File: src/rtl/risc16_mmio_pkg.sv
// rtl/risc16_mmio_pkg.sv - shared constants and types for the memory-mapped UART transmitter
//
// Purpose : register offsets relative to the base address, STATUS bit
//           positions and the transmitter FSM state type.
// Ports   : none (package).
package risc16_mmio_pkg;

    localparam logic [1:0] OFS_DATA   = 2'd0;
    localparam logic [1:0] OFS_STATUS = 2'd1;
    localparam logic [1:0] OFS_DIV    = 2'd2;

    localparam int ST_BUSY      = 0;
    localparam int ST_FULL      = 1;
    localparam int ST_EMPTY     = 2;
    localparam int ST_OVF       = 3;
    localparam int ST_COUNT_LSB = 4;

    typedef enum logic [1:0] {
        S_IDLE  = 2'd0,
        S_START = 2'd1,
        S_DATA  = 2'd2,
        S_STOP  = 2'd3
    } tx_state_e;

endpackage

File: src/rtl/mmio_fifo.sv
// rtl/mmio_fifo.sv - synchronous byte FIFO feeding the UART transmitter
//
// Purpose : DEPTH x 8-bit FIFO with first-word fall-through read data.
// Ports   : clk, rst_n (async, active low), push/wdata (write side),
//           pop/rdata (read side), full, empty, count (0..DEPTH).
module mmio_fifo #(
    parameter int DEPTH = 8
) (
    input  logic                         clk,
    input  logic                         rst_n,
    input  logic                         push,
    input  logic [7:0]                   wdata,
    input  logic                         pop,
    output logic [7:0]                   rdata,
    output logic                         full,
    output logic                         empty,
    output logic [$clog2(DEPTH+1)-1:0]   count
);

    localparam int PW = $clog2(DEPTH);
    localparam int CW = $clog2(DEPTH + 1);

    logic [7:0]    mem [DEPTH];
    logic [PW-1:0] wr_ptr;
    logic [PW-1:0] rd_ptr;
    logic          wr_ok;
    logic          rd_ok;

    // Fullness is judged on the pre-edge count, so a push into a full FIFO
    // is dropped even when a pop frees a slot on the same edge.
    assign wr_ok = push && !full;
    assign rd_ok = pop && !empty;

    assign full  = (count == CW'(DEPTH));
    assign empty = (count == '0);
    assign rdata = mem[rd_ptr];

    always_ff @(posedge clk) begin
        if (wr_ok) begin
            mem[wr_ptr] <= wdata;
        end
    end

    // Pointers are exactly log2(DEPTH) bits so they wrap modulo DEPTH.
    always_ff @(posedge clk or negedge rst_n) begin
        if (!rst_n) begin
            wr_ptr <= '0;
            rd_ptr <= '0;
            count  <= '0;
        end else begin
            if (wr_ok) begin
                wr_ptr <= wr_ptr + PW'(1);
            end
            if (rd_ok) begin
                rd_ptr <= rd_ptr + PW'(1);
            end
            case ({wr_ok, rd_ok})
                2'b10:   count <= count + CW'(1);
                2'b01:   count <= count - CW'(1);
                default: count <= count;
            endcase
        end
    end

endmodule

File: src/rtl/mmio_uart_tx.sv
// rtl/mmio_uart_tx.sv - memory-mapped 8N1 UART transmitter with byte FIFO
//
// Purpose : decodes DATA/STATUS/DIVISOR on the core data bus, queues bytes
//           in mmio_fifo and serialises them LSB first on o_tx.
// Ports   : i_clk, i_rst_n (async, active low); i_addr, i_wr_en, i_wr_data
//           (core store side); o_rd_data (read data, one cycle latency);
//           o_sel (combinational address hit); o_tx (serial line, idles
//           high); o_busy (frame in progress or bytes queued).
module mmio_uart_tx
    import risc16_mmio_pkg::*;
#(
    parameter logic [15:0] p_BASE_ADDR  = 16'hFFFC,
    parameter int unsigned p_CLK_DIV    = 434,
    parameter int          p_FIFO_DEPTH = 8
) (
    input  logic        i_clk,
    input  logic        i_rst_n,
    input  logic [15:0] i_addr,
    input  logic        i_wr_en,
    input  logic [15:0] i_wr_data,
    output logic [15:0] o_rd_data,
    output logic        o_sel,
    output logic        o_tx,
    output logic        o_busy
);

    localparam int CW = $clog2(p_FIFO_DEPTH + 1);

    // Bus decode: the subtraction wraps addresses below the base to large
    // values, so a single compare covers base..base+2 and excludes base+3.
    logic [15:0] ofs;
    logic        hit;
    logic        wr_data_reg;
    logic        wr_status_reg;
    logic        wr_div_reg;

    assign ofs           = i_addr - p_BASE_ADDR;
    assign hit           = (ofs < 16'd3);
    assign o_sel         = hit;
    assign wr_data_reg   = i_wr_en && hit && (ofs[1:0] == OFS_DATA);
    assign wr_status_reg = i_wr_en && hit && (ofs[1:0] == OFS_STATUS);
    assign wr_div_reg    = i_wr_en && hit && (ofs[1:0] == OFS_DIV);

    // FIFO
    logic          pop;
    logic [7:0]    fifo_rdata;
    logic          fifo_full;
    logic          fifo_empty;
    logic [CW-1:0] fifo_count;

    mmio_fifo #(
        .DEPTH (p_FIFO_DEPTH)
    ) u_fifo (
        .clk   (i_clk),
        .rst_n (i_rst_n),
        .push  (wr_data_reg),
        .wdata (i_wr_data[7:0]),
        .pop   (pop),
        .rdata (fifo_rdata),
        .full  (fifo_full),
        .empty (fifo_empty),
        .count (fifo_count)
    );

    // Register file
    logic [15:0] div_q;
    logic        ovf_q;

    always_ff @(posedge i_clk or negedge i_rst_n) begin
        if (!i_rst_n) begin
            div_q <= 16'(p_CLK_DIV);
            ovf_q <= 1'b0;
        end else begin
            if (wr_div_reg) begin
                div_q <= (i_wr_data == 16'd0) ? 16'd1 : i_wr_data;
            end
            if (wr_data_reg && fifo_full) begin
                ovf_q <= 1'b1;
            end else if (wr_status_reg && i_wr_data[ST_OVF]) begin
                ovf_q <= 1'b0;
            end
        end
    end

    // TX FSM
    tx_state_e   state_q;
    tx_state_e   state_d;
    logic [15:0] bit_cnt;
    logic [2:0]  bit_idx;
    logic [7:0]  shreg;
    logic        bit_done;

    assign bit_done = (bit_cnt == 16'd0);

    always_ff @(posedge i_clk or negedge i_rst_n) begin
        if (!i_rst_n) begin
            state_q <= S_IDLE;
        end else begin
            state_q <= state_d;
        end
    end

    always_comb begin
        state_d = state_q;
        pop     = 1'b0;
        o_tx    = 1'b1;
        case (state_q)
            S_IDLE: begin
                if (!fifo_empty) begin
                    pop     = 1'b1;
                    state_d = S_START;
                end
            end
            S_START: begin
                o_tx = 1'b0;
                if (bit_done) begin
                    state_d = S_DATA;
                end
            end
            S_DATA: begin
                o_tx = shreg[0];
                if (bit_done && (bit_idx == 3'd7)) begin
                    state_d = S_STOP;
                end
            end
            S_STOP: begin
                if (bit_done) begin
                    if (!fifo_empty) begin
                        pop     = 1'b1;
                        state_d = S_START;
                    end else begin
                        state_d = S_IDLE;
                    end
                end
            end
            default: state_d = S_IDLE;
        endcase
    end

    // Baud counter and shift register. A reload always samples the current
    // DIVISOR, so a mid-frame divisor write only shortens/lengthens later bits.
    always_ff @(posedge i_clk or negedge i_rst_n) begin
        if (!i_rst_n) begin
            bit_cnt <= 16'd0;
            bit_idx <= 3'd0;
            shreg   <= 8'd0;
        end else if (pop) begin
            shreg   <= fifo_rdata;
            bit_cnt <= div_q - 16'd1;
            bit_idx <= 3'd0;
        end else if (state_q != S_IDLE) begin
            if (bit_done) begin
                bit_cnt <= div_q - 16'd1;
                if (state_q == S_DATA) begin
                    shreg   <= {1'b0, shreg[7:1]};
                    bit_idx <= bit_idx + 3'd1;
                end
            end else begin
                bit_cnt <= bit_cnt - 16'd1;
            end
        end
    end

    assign o_busy = (state_q != S_IDLE) || !fifo_empty;

    // Read path
    logic [15:0] rd_val;

    always_comb begin
        rd_val = 16'd0;
        if (hit) begin
            case (ofs[1:0])
                OFS_STATUS: begin
                    rd_val[ST_BUSY]                    = (state_q != S_IDLE);
                    rd_val[ST_FULL]                    = fifo_full;
                    rd_val[ST_EMPTY]                   = fifo_empty;
                    rd_val[ST_OVF]                     = ovf_q;
                    rd_val[ST_COUNT_LSB+3:ST_COUNT_LSB] = 4'(fifo_count);
                end
                OFS_DIV:  rd_val = div_q;
                default:  rd_val = 16'd0;
            endcase
        end
    end

    always_ff @(posedge i_clk or negedge i_rst_n) begin
        if (!i_rst_n) begin
            o_rd_data <= 16'd0;
        end else begin
            o_rd_data <= rd_val;
        end
    end

endmodule

File: config.mk
export PLATFORM = sky130hd
export DESIGN_NAME = mmio_uart_tx
export DESIGN_NICKNAME = d
export VERILOG_FILES = /design/src/rtl/risc16_mmio_pkg.sv /design/src/rtl/mmio_fifo.sv /design/src/rtl/mmio_uart_tx.sv
export SDC_FILE = /design/constraint.sdc
export NUM_CORES = 1
export LEC_CHECK = 0
export BUFFER_PORTS_ARGS = -buffer_cell sky130_fd_sc_hd__buf_2
export CAP_MARGIN = 0
export CORE_MARGIN = 2
export CORE_UTILIZATION = 55
export CTS_CLUSTER_DIAMETER = 120
export DETAILED_ROUTE_END_ITERATION = 6
export PLACE_DENSITY = 0.74
export SLEW_MARGIN = 20
export SYNTH_ARGS = -nofsm -noshare
export SYNTH_HDL_FRONTEND = slang
export SYNTH_HIERARCHICAL = 1
export SYNTH_SLANG_ARGS = --single-unit
File: constraint.sdc
create_clock -name i_clk -period 7.1 [get_ports i_clk]
set_input_delay 1.065 -clock i_clk [delete_from_list [all_inputs] [get_ports i_clk]]
set_output_delay 1.065 -clock i_clk [all_outputs]
set_load 0.005 [all_outputs]
==> results of run 1 <==
state kept, by name, summed over array words and instances, names as in the netlist:
signal         flops
bit_cnt           16
div_q             16
u_fifo/count       4
u_fifo/mem        64
u_fifo/wr_ptr      3
u_fifo/rd_ptr      3
ovf_q              1
o_rd_data         16
state_q            2
bit_idx            3
shreg              8
per-layer routing:
| layer | global-route usage | wire [microns] |
|---|---|---|
| met1 | 0.306 | 6010 |
| met2 | 0.382 | 6840 |
| met3 | 0.0606 | 741 |
| met4 | 0.0870 | 269 |
| met5 | 0 | 0 |
layout by cell type, fill, tap and decap left out, types with 9 or more instances in the layout:
master and instances:
mux4_1 16, nor4_1 14, o21ai_0 14, edfxtp_1 64, nor2_1 27, xor2_1 9, dfrtp_1 67, nand2_1 27
and3_1 12, inv_1 26, clkbuf_16 17, ha_1 19, buf_2 53, mux2_2 27, a21oi_1 13, nor3_1 12
nand3_1 13, a22oi_1 10
metrics by stage:
step	hold WS, ns	util	setup slack [ns]	instances	power (mW)
floorplan	0.457	-	3.38	495	0.849
global placement	0.466	0.602	3.03	677	0.875
detailed placement	0.476	0.602	2.91	677	0.876
CTS	0.483	0.655	3.34	709	1.78
global route	0.493	0.656	3.06	709	1.83
finish	0.480	0.656	3.31	709	1.77
how the worst max path moves through the flow:
stage | endpoint | slack, ns | depth (start not counted)
after detailed placement | u_fifo/count[3] | 2.91 | 12
after CTS | u_fifo/count[3] | 3.34 | 12
after global routing | u_fifo/count[3] | 3.06 | 12
after global placement | u_fifo/count[3] | 3.03 | 12
final | u_fifo/count[3] | 3.31 | 12
after floorplan | u_fifo/count[3] | 3.38 | 10
worst register-to-register path: stages (launching register included):
cell	delay [ns]
dfrtp_1	0.41
inv_1	0.15
ha_1	0.17
nor4b_2	0.35
nand4_2	0.24
o21ai_4	0.36
o41ai_1	0.21
inv_1	0.16
ha_1	0.32
ha_1	0.34
or4b_2	0.65
o311ai_0	0.15
o211ai_1	0.13
power by group through the flow:
stage	Clock (mW)	Combinational [mW]	Sequential, mW
floorplan	0	0.00597	0.843
global placement	0	0.0316	0.843
detailed placement	0	0.0332	0.843
CTS	0.921	0.0333	0.828
global route	0.960	0.0371	0.828
finish	0.910	0.0324	0.828
cell type report:
cell class | instances | area (sq um) | share of cell area
sequential | 136 | 3730 | 0.492
multi-input combinational | 315 | 2670 | 0.351
tap | 143 | 179 | 0.0236
clock inverter | 12 | 160 | 0.0211
clock buffer | 20 | 460 | 0.0607
inverter | 26 | 97.6 | 0.0129
timing repair buffer | 57 | 295 | 0.0389
cells by family after synthesis:
kind of cell	after synthesis
fa+ha+maj	20
flops	136
simple gates	155
buf+inv	44
compound gates	79
mux	45
xor+xnor	16
==> results.py, run 1 <==
metrics = {
    "global_routing": {
        "grt_overflow_total": 0,
        "gr-usage-all-layers": 0.234,
        "grt_pass1_wl_microns": 23000,
        "grt_pass1_vias": 4473,
        "antenna_found_initial": 0,
        "grt_max_degree": 73,
    },
    "layout": {
        "fin_area_sq_um": 7590,
        "diodes": 0,
        "area_growth_pct": 15.0,
        "final.fill_count": 815,
        "nets": 608,
        "layout-drive-gt1-share": 0.260,
    },
    "clock_network": {
        "cts.sinks": 136,
        "clk_path_buf_depth": 2,
        "cts_hold_buf": 0,
        "path_clk_slew_ns": 0.06,
        "cts_setup_buffers": 0,
        "cts_resized": 0,
        "cts_buffers": 17,
        "cts_root_buf": "clkbuf_16",
        "clk_latency_ns": 0.42,
        "cts_max_level": 4,
        "cts_tree": "built",
    },
    "pwr": {
        "p_sw_frac": 0.200,
        "p_clk_frac": 0.514,
        "power_frac_comb": 0.018,
        "intPower_mw": 1.42,
        "leakage_nw": 3.18,
        "cellPowerDensity_nw_per_um2": 233,
        "share_seq_of_total_power": 0.468,
        "ir_worst_vdd_mv": 0.202,
        "switchingPower_mw": 0.354,
    },
    "die": {
        "die_area_sq_um": 12900,
        "die_h_microns": 114,
        "start_util": 0.570,
        "std_cell_rows": 39,
        "dieWidth_microns": 114,
        "boundaryPins": 54,
        "core-area_sq_um": 11600,
    },
    "setup_path": {
        "cpMostUsedCell": "ha_1",
        "cp_num_buf_inv": 2,
        "cp_slowest_cell": "or4b_2",
        "rr_worst_depth": 12,
        "start_kind": "primary input",
        "crit_family": "simple AND/OR/NAND/NOR gates",
        "r2r_start": "bit_cnt[0]",
        "slowest_delay_ns": 0.65,
        "timing.rr.end": "u_fifo/count[3]",
        "startpoint": "i_addr[0]",
        "worstPathRequired_ns": 7.39,
        "r2r_slack_ns": 3.34,
        "cp-end-kind": "flip-flop",
        "path_cells": "buf_2 -> ha_1 -> nand4b_1 -> nor4_1 -> buf_4 -> and3_1 -> nand2_1 -> ha_1 -> ha_1 -> or4b_2 -> o311ai_0 -> o211ai_1",
        "cp_max_fo": 12,
        "critPathKind": "primary input to flip-flop",
        "cp.arrival_ns": 4.08,
    },
    "synthesis": {
        "yosysWarnings": 6,
        "synth_edf_count": 64,
        "ys.flop_type": "dfrtp_1",
        "ys_types": 74,
        "yosysMostFrequentCell": "dfrtp_1",
        "synth_largest_area_cell": "edfxtp_1",
        "synth_area_sq_um": 6600,
        "synthCells": 495,
        "synth_top_family_by_area": "simple AND/OR/NAND/NOR gates",
        "yosysSeqAreaShare": 0.565,
        "synthArstFlopShare": 0.529,
        "synth_compound_gate_area_share": 0.0901,
        "synthTopCellsByCount": "dfrtp_1, edfxtp_1, mux2_2, nand2_1, nor2_1",
        "synthAdderAreaFrac": 0.0391,
        "synth_mux_area_frac": 0.113,
        "yosysTopAreaCellShare": 0.291,
        "synth_nets": 550,
        "synth-xor-area-share": 0.0212,
        "ys_top_cells_by_area": "edfxtp_1, dfrtp_1, mux4_1",
        "avgSynthCellArea_sq_um": 13.3,
        "synthSimpleGateAreaFrac": 0.139,
        "ys_ff_latch": 136,
    },
    "drt": {
        "remaining_drc_errors": 0,
        "vias_per_cell": 6.12,
        "final_antenna_net_count": 0,
        "via_count": 4340,
        "dr.pass1.iters": 4,
        "wire_per_inst_microns": 19.6,
        "drt-initial-drc-count": 263,
        "wl_microns": 13900,
    },
    "hold_path": {
        "hp-class": "flip-flop to flip-flop",
        "holdPathEnd": "bit_idx[0]",
        "hp-start": "bit_idx[0]",
        "hold_depth": 1,
    },
    "sta": {
        "post-route-period-util": 0.534,
        "slew_violations": 0,
        "clock_skew_ns": 0.00698,
        "max_slew_margin": 0.384,
        "hold_viol_final": 0,
        "fmax_mhz": 264,
        "tns_ns": 0,
        "fin_crit_ns": 3.79,
        "rsz0062_at_grt": "false",
        "worst_pin_slew_ns": 0.925,
        "setup_viol": 0,
    },
    "place": {
        "routabilityCongestion": 0.927,
        "hpwl_microns": 9570,
        "place_area_sq_um": 6960,
        "io_buffers": 53,
    },
    "job": {
        "maxCapViolCount": 0,
    },
    "outcome": {
        "outcome": "completed",
    },
}
(Power assumes the default switching activity.)
==> inputs of run 2 (changes only) <==
--- a/config.mk
+++ b/config.mk
@@ -8,10 +8,10 @@
 export BUFFER_PORTS_ARGS = -buffer_cell sky130_fd_sc_hd__buf_2
 export CAP_MARGIN = 0
 export CORE_MARGIN = 2
-export CORE_UTILIZATION = 55
+export CORE_UTILIZATION = 54
 export CTS_CLUSTER_DIAMETER = 120
 export DETAILED_ROUTE_END_ITERATION = 6
-export PLACE_DENSITY = 0.74
+export PLACE_DENSITY = 0.76
 export SLEW_MARGIN = 20
 export SYNTH_ARGS = -nofsm -noshare
 export SYNTH_HDL_FRONTEND = slang
==> constraint.sdc (replaced) <==
create_clock -name i_clk -period 3.3 [get_ports i_clk]
set_input_delay 0.495 -clock i_clk [delete_from_list [all_inputs] [get_ports i_clk]]
set_output_delay 0.495 -clock i_clk [all_outputs]
set_load 0.005 [all_outputs]
==> run 2 against run 1 <==
Compared with the run above:
- worst hold slack worse by 0.30 ns
- utilization is 0.65 points lower
- worst setup slack worse by 3.2 ns
- clock-buffer cell count is 2 lower
- non-clock buffer count is 23 higher
- sequential power is 110% higher
- critical path depth stayed put
- sequential cell count stayed put
- combinational power is 130% higher
- global-route usage is 1.4 points higher
- die area is 1.8% higher
- cell count is 3.8% higher
==> results.py, run 2 (synthesized netlist as in run 1, its figures left out) <==
metrics = {
    "setup_path": {
        "cp_slowest_cell": "or4b_2",
        "startpoint": "bit_cnt[1]",
        "start_kind": "flip-flop",
        "crit_family": "simple AND/OR/NAND/NOR gates",
        "critPathKind": "flip-flop to flip-flop",
        "path_cells": "inv_2 -> ha_1 -> nor4b_4 -> nand4_4 -> o21ai_4 -> o41ai_2 -> inv_1 -> ha_1 -> ha_1 -> or4b_2 -> o311ai_1 -> o211ai_1",
        "r2r_slack_ns": 0.12,
        "timing.rr.end": "u_fifo/count[3]",
        "cp_max_fo": 5,
        "cp_num_buf_inv": 2,
        "cpMostUsedCell": "ha_1",
        "worstPathRequired_ns": 3.58,
        "slowest_delay_ns": 0.67,
        "cp.arrival_ns": 3.46,
        "cp-end-kind": "flip-flop",
        "rr_worst_depth": 12,
        "r2r_start": "bit_cnt[1]",
    },
    "pwr": {
        "cellPowerDensity_nw_per_um2": 464,
        "intPower_mw": 2.84,
        "ir_worst_vdd_mv": 0.353,
        "p_sw_frac": 0.213,
        "p_clk_frac": 0.486,
        "leakage_nw": 3.27,
        "power_frac_comb": 0.020,
        "switchingPower_mw": 0.768,
        "share_seq_of_total_power": 0.494,
    },
    "clock_network": {
        "cts_root_buf": "clkbuf_16",
        "cts_tree": "built",
        "path_clk_slew_ns": 0.06,
        "clk_latency_ns": 0.42,
        "cts_hold_buf": 0,
        "clk_path_buf_depth": 2,
        "cts_buffers": 17,
        "cts.sinks": 136,
        "cts_max_level": 4,
    },
    "layout": {
        "diodes": 0,
        "fin_util": 0.650,
        "final_cell_mix": "dfrtp_1, edfxtp_1, buf_2",
        "largest_reg_flops": 64,
        "final.fill_count": 836,
        "nets": 631,
        "mostFrequentLayoutCell": "dfrtp_1",
        "layout-drive-gt1-share": 0.294,
        "area_growth_pct": 17.8,
        "regMostFlops": "u_fifo/mem",
    },
    "drt": {
        "wire_per_inst_microns": 20.5,
        "final_antenna_net_count": 0,
        "drt-initial-drc-count": 353,
        "dr.pass1.iters": 5,
        "vias_per_cell": 6.23,
        "remaining_drc_errors": 0,
        "wl_microns": 15100,
        "via_count": 4583,
    },
    "global_routing": {
        "grt_max_degree": 38,
        "gr-usage-all-layers": 0.248,
        "grt_overflow_total": 0,
        "grt_pass1_vias": 4544,
        "antenna_found_initial": 0,
        "grt_pass1_wl_microns": 24400,
    },
    "outcome": {
        "outcome": "completed",
    },
    "die": {
        "die_h_microns": 115,
        "std_cell_rows": 40,
        "dieWidth_microns": 115,
        "start_util": 0.551,
        "boundaryPins": 54,
        "die_area_sq_um": 13100,
        "core-area_sq_um": 12000,
    },
    "sta": {
        "tns_ns": 0,
        "worst_pin_slew_ns": 0.863,
        "fin_crit_ns": 3.18,
        "max_slew_margin": 0.423,
        "fin_worst_hold_slack_ns": 0.177,
        "post-route-period-util": 0.963,
        "slew_violations": 0,
        "hold_viol_final": 0,
        "fmax_mhz": 315,
        "clock_skew_ns": 0.00332,
        "setup_viol": 0,
        "final.setup.worst_slack_ns": 0.121,
    },
    "place": {
        "hpwl_microns": 10200,
        "routabilityCongestion": 0.857,
        "post-place-ws_ns": -0.0186,
        "io_buffers": 53,
    },
    "hold_path": {
        "hp-class": "primary input to async pin",
    },
    "job": {
        "maxCapViolCount": 0,
    },
}
-- run 2: changes by cell type in the layout (fill, tap and decap cells not counted), sizes merged --
cell,delta
buf,+23
bufinv,-2
clkbuf,-2
clkinv,+4
clkinvlp,+3
inv,-3
-- run 2: worst max-delay path by stage --
stage                       to  slack, ns  cells past startpoint
2_1_floorplan  u_fifo/count[3]       0.09                     11
3_3_place_gp   u_fifo/count[3]       0.18                     11
3_5_place_dp   u_fifo/count[3]      -0.02                     12
4_1_cts        u_fifo/count[3]       0.02                     12
5_1_grt        u_fifo/count[3]     -0.005                     12
6_report       u_fifo/count[3]       0.12                     12
-- run 2: final cells by class --
type,count,area [sq um],share of cell area
multi-input cells,315,2720,0.351
flip-flops and latches,136,3730,0.480
repair buffers,80,480,0.0618
inverters,26,97.6,0.0126
clock buffers,18,429,0.0552
clock inverters,14,125,0.0161
well taps,147,184,0.0237
-- run 2: per-layer routing --
layer	up-vias	global-route usage	wire length (microns)
li1	2077	-	-
met1	2298	0.333	6270
met2	168	0.398	7500
met3	40	0.0482	918
met4	0	0.103	395
met5	-	0	0
-- run 2: what timing repair did --
| item | 4_1_cts | 5_1_grt |
|---|---|---|
| resized for setup | 2 | 11 |
| pin swaps | 0 | 2 |
| buffers inserted | 0 | 3 |
| endpoints found under the setup margin | 1 | 1 |
-- run 2: per-stage QoR --
stage / instance area (sq um) / power (mW) / std cells
final: 7770 / 3.61 / 736
after CTS: 7700 / 3.63 / 733
after global placement: 7130 / 1.89 / 701
after floorplan: 6600 / 1.83 / 495
after detailed placement: 7130 / 1.89 / 701
after global routing: 7770 / 3.72 / 736
-- run 2: worst reg2reg max path, cell delays in order (launching register included) --
cell and delay [ns]:
dfrtp_1 0.42, inv_2 0.09, ha_1 0.14, nor4b_4 0.30, nand4_4 0.17, o21ai_4 0.22, o41ai_2 0.13, inv_1 0.11
ha_1 0.18, ha_1 0.29, or4b_2 0.67, o311ai_1 0.14, o211ai_1 0.17
-- run 2: power groups by stage --
stage               registers [mW]  logic (mW)  clock network [mW]
floorplan                     1.81      0.0128                   0
global placement              1.81      0.0715                   0
detailed placement            1.81      0.0734                   0
CTS                           1.78      0.0741                1.77
global route                  1.78      0.0819                1.86
finish                        1.78      0.0730                1.75
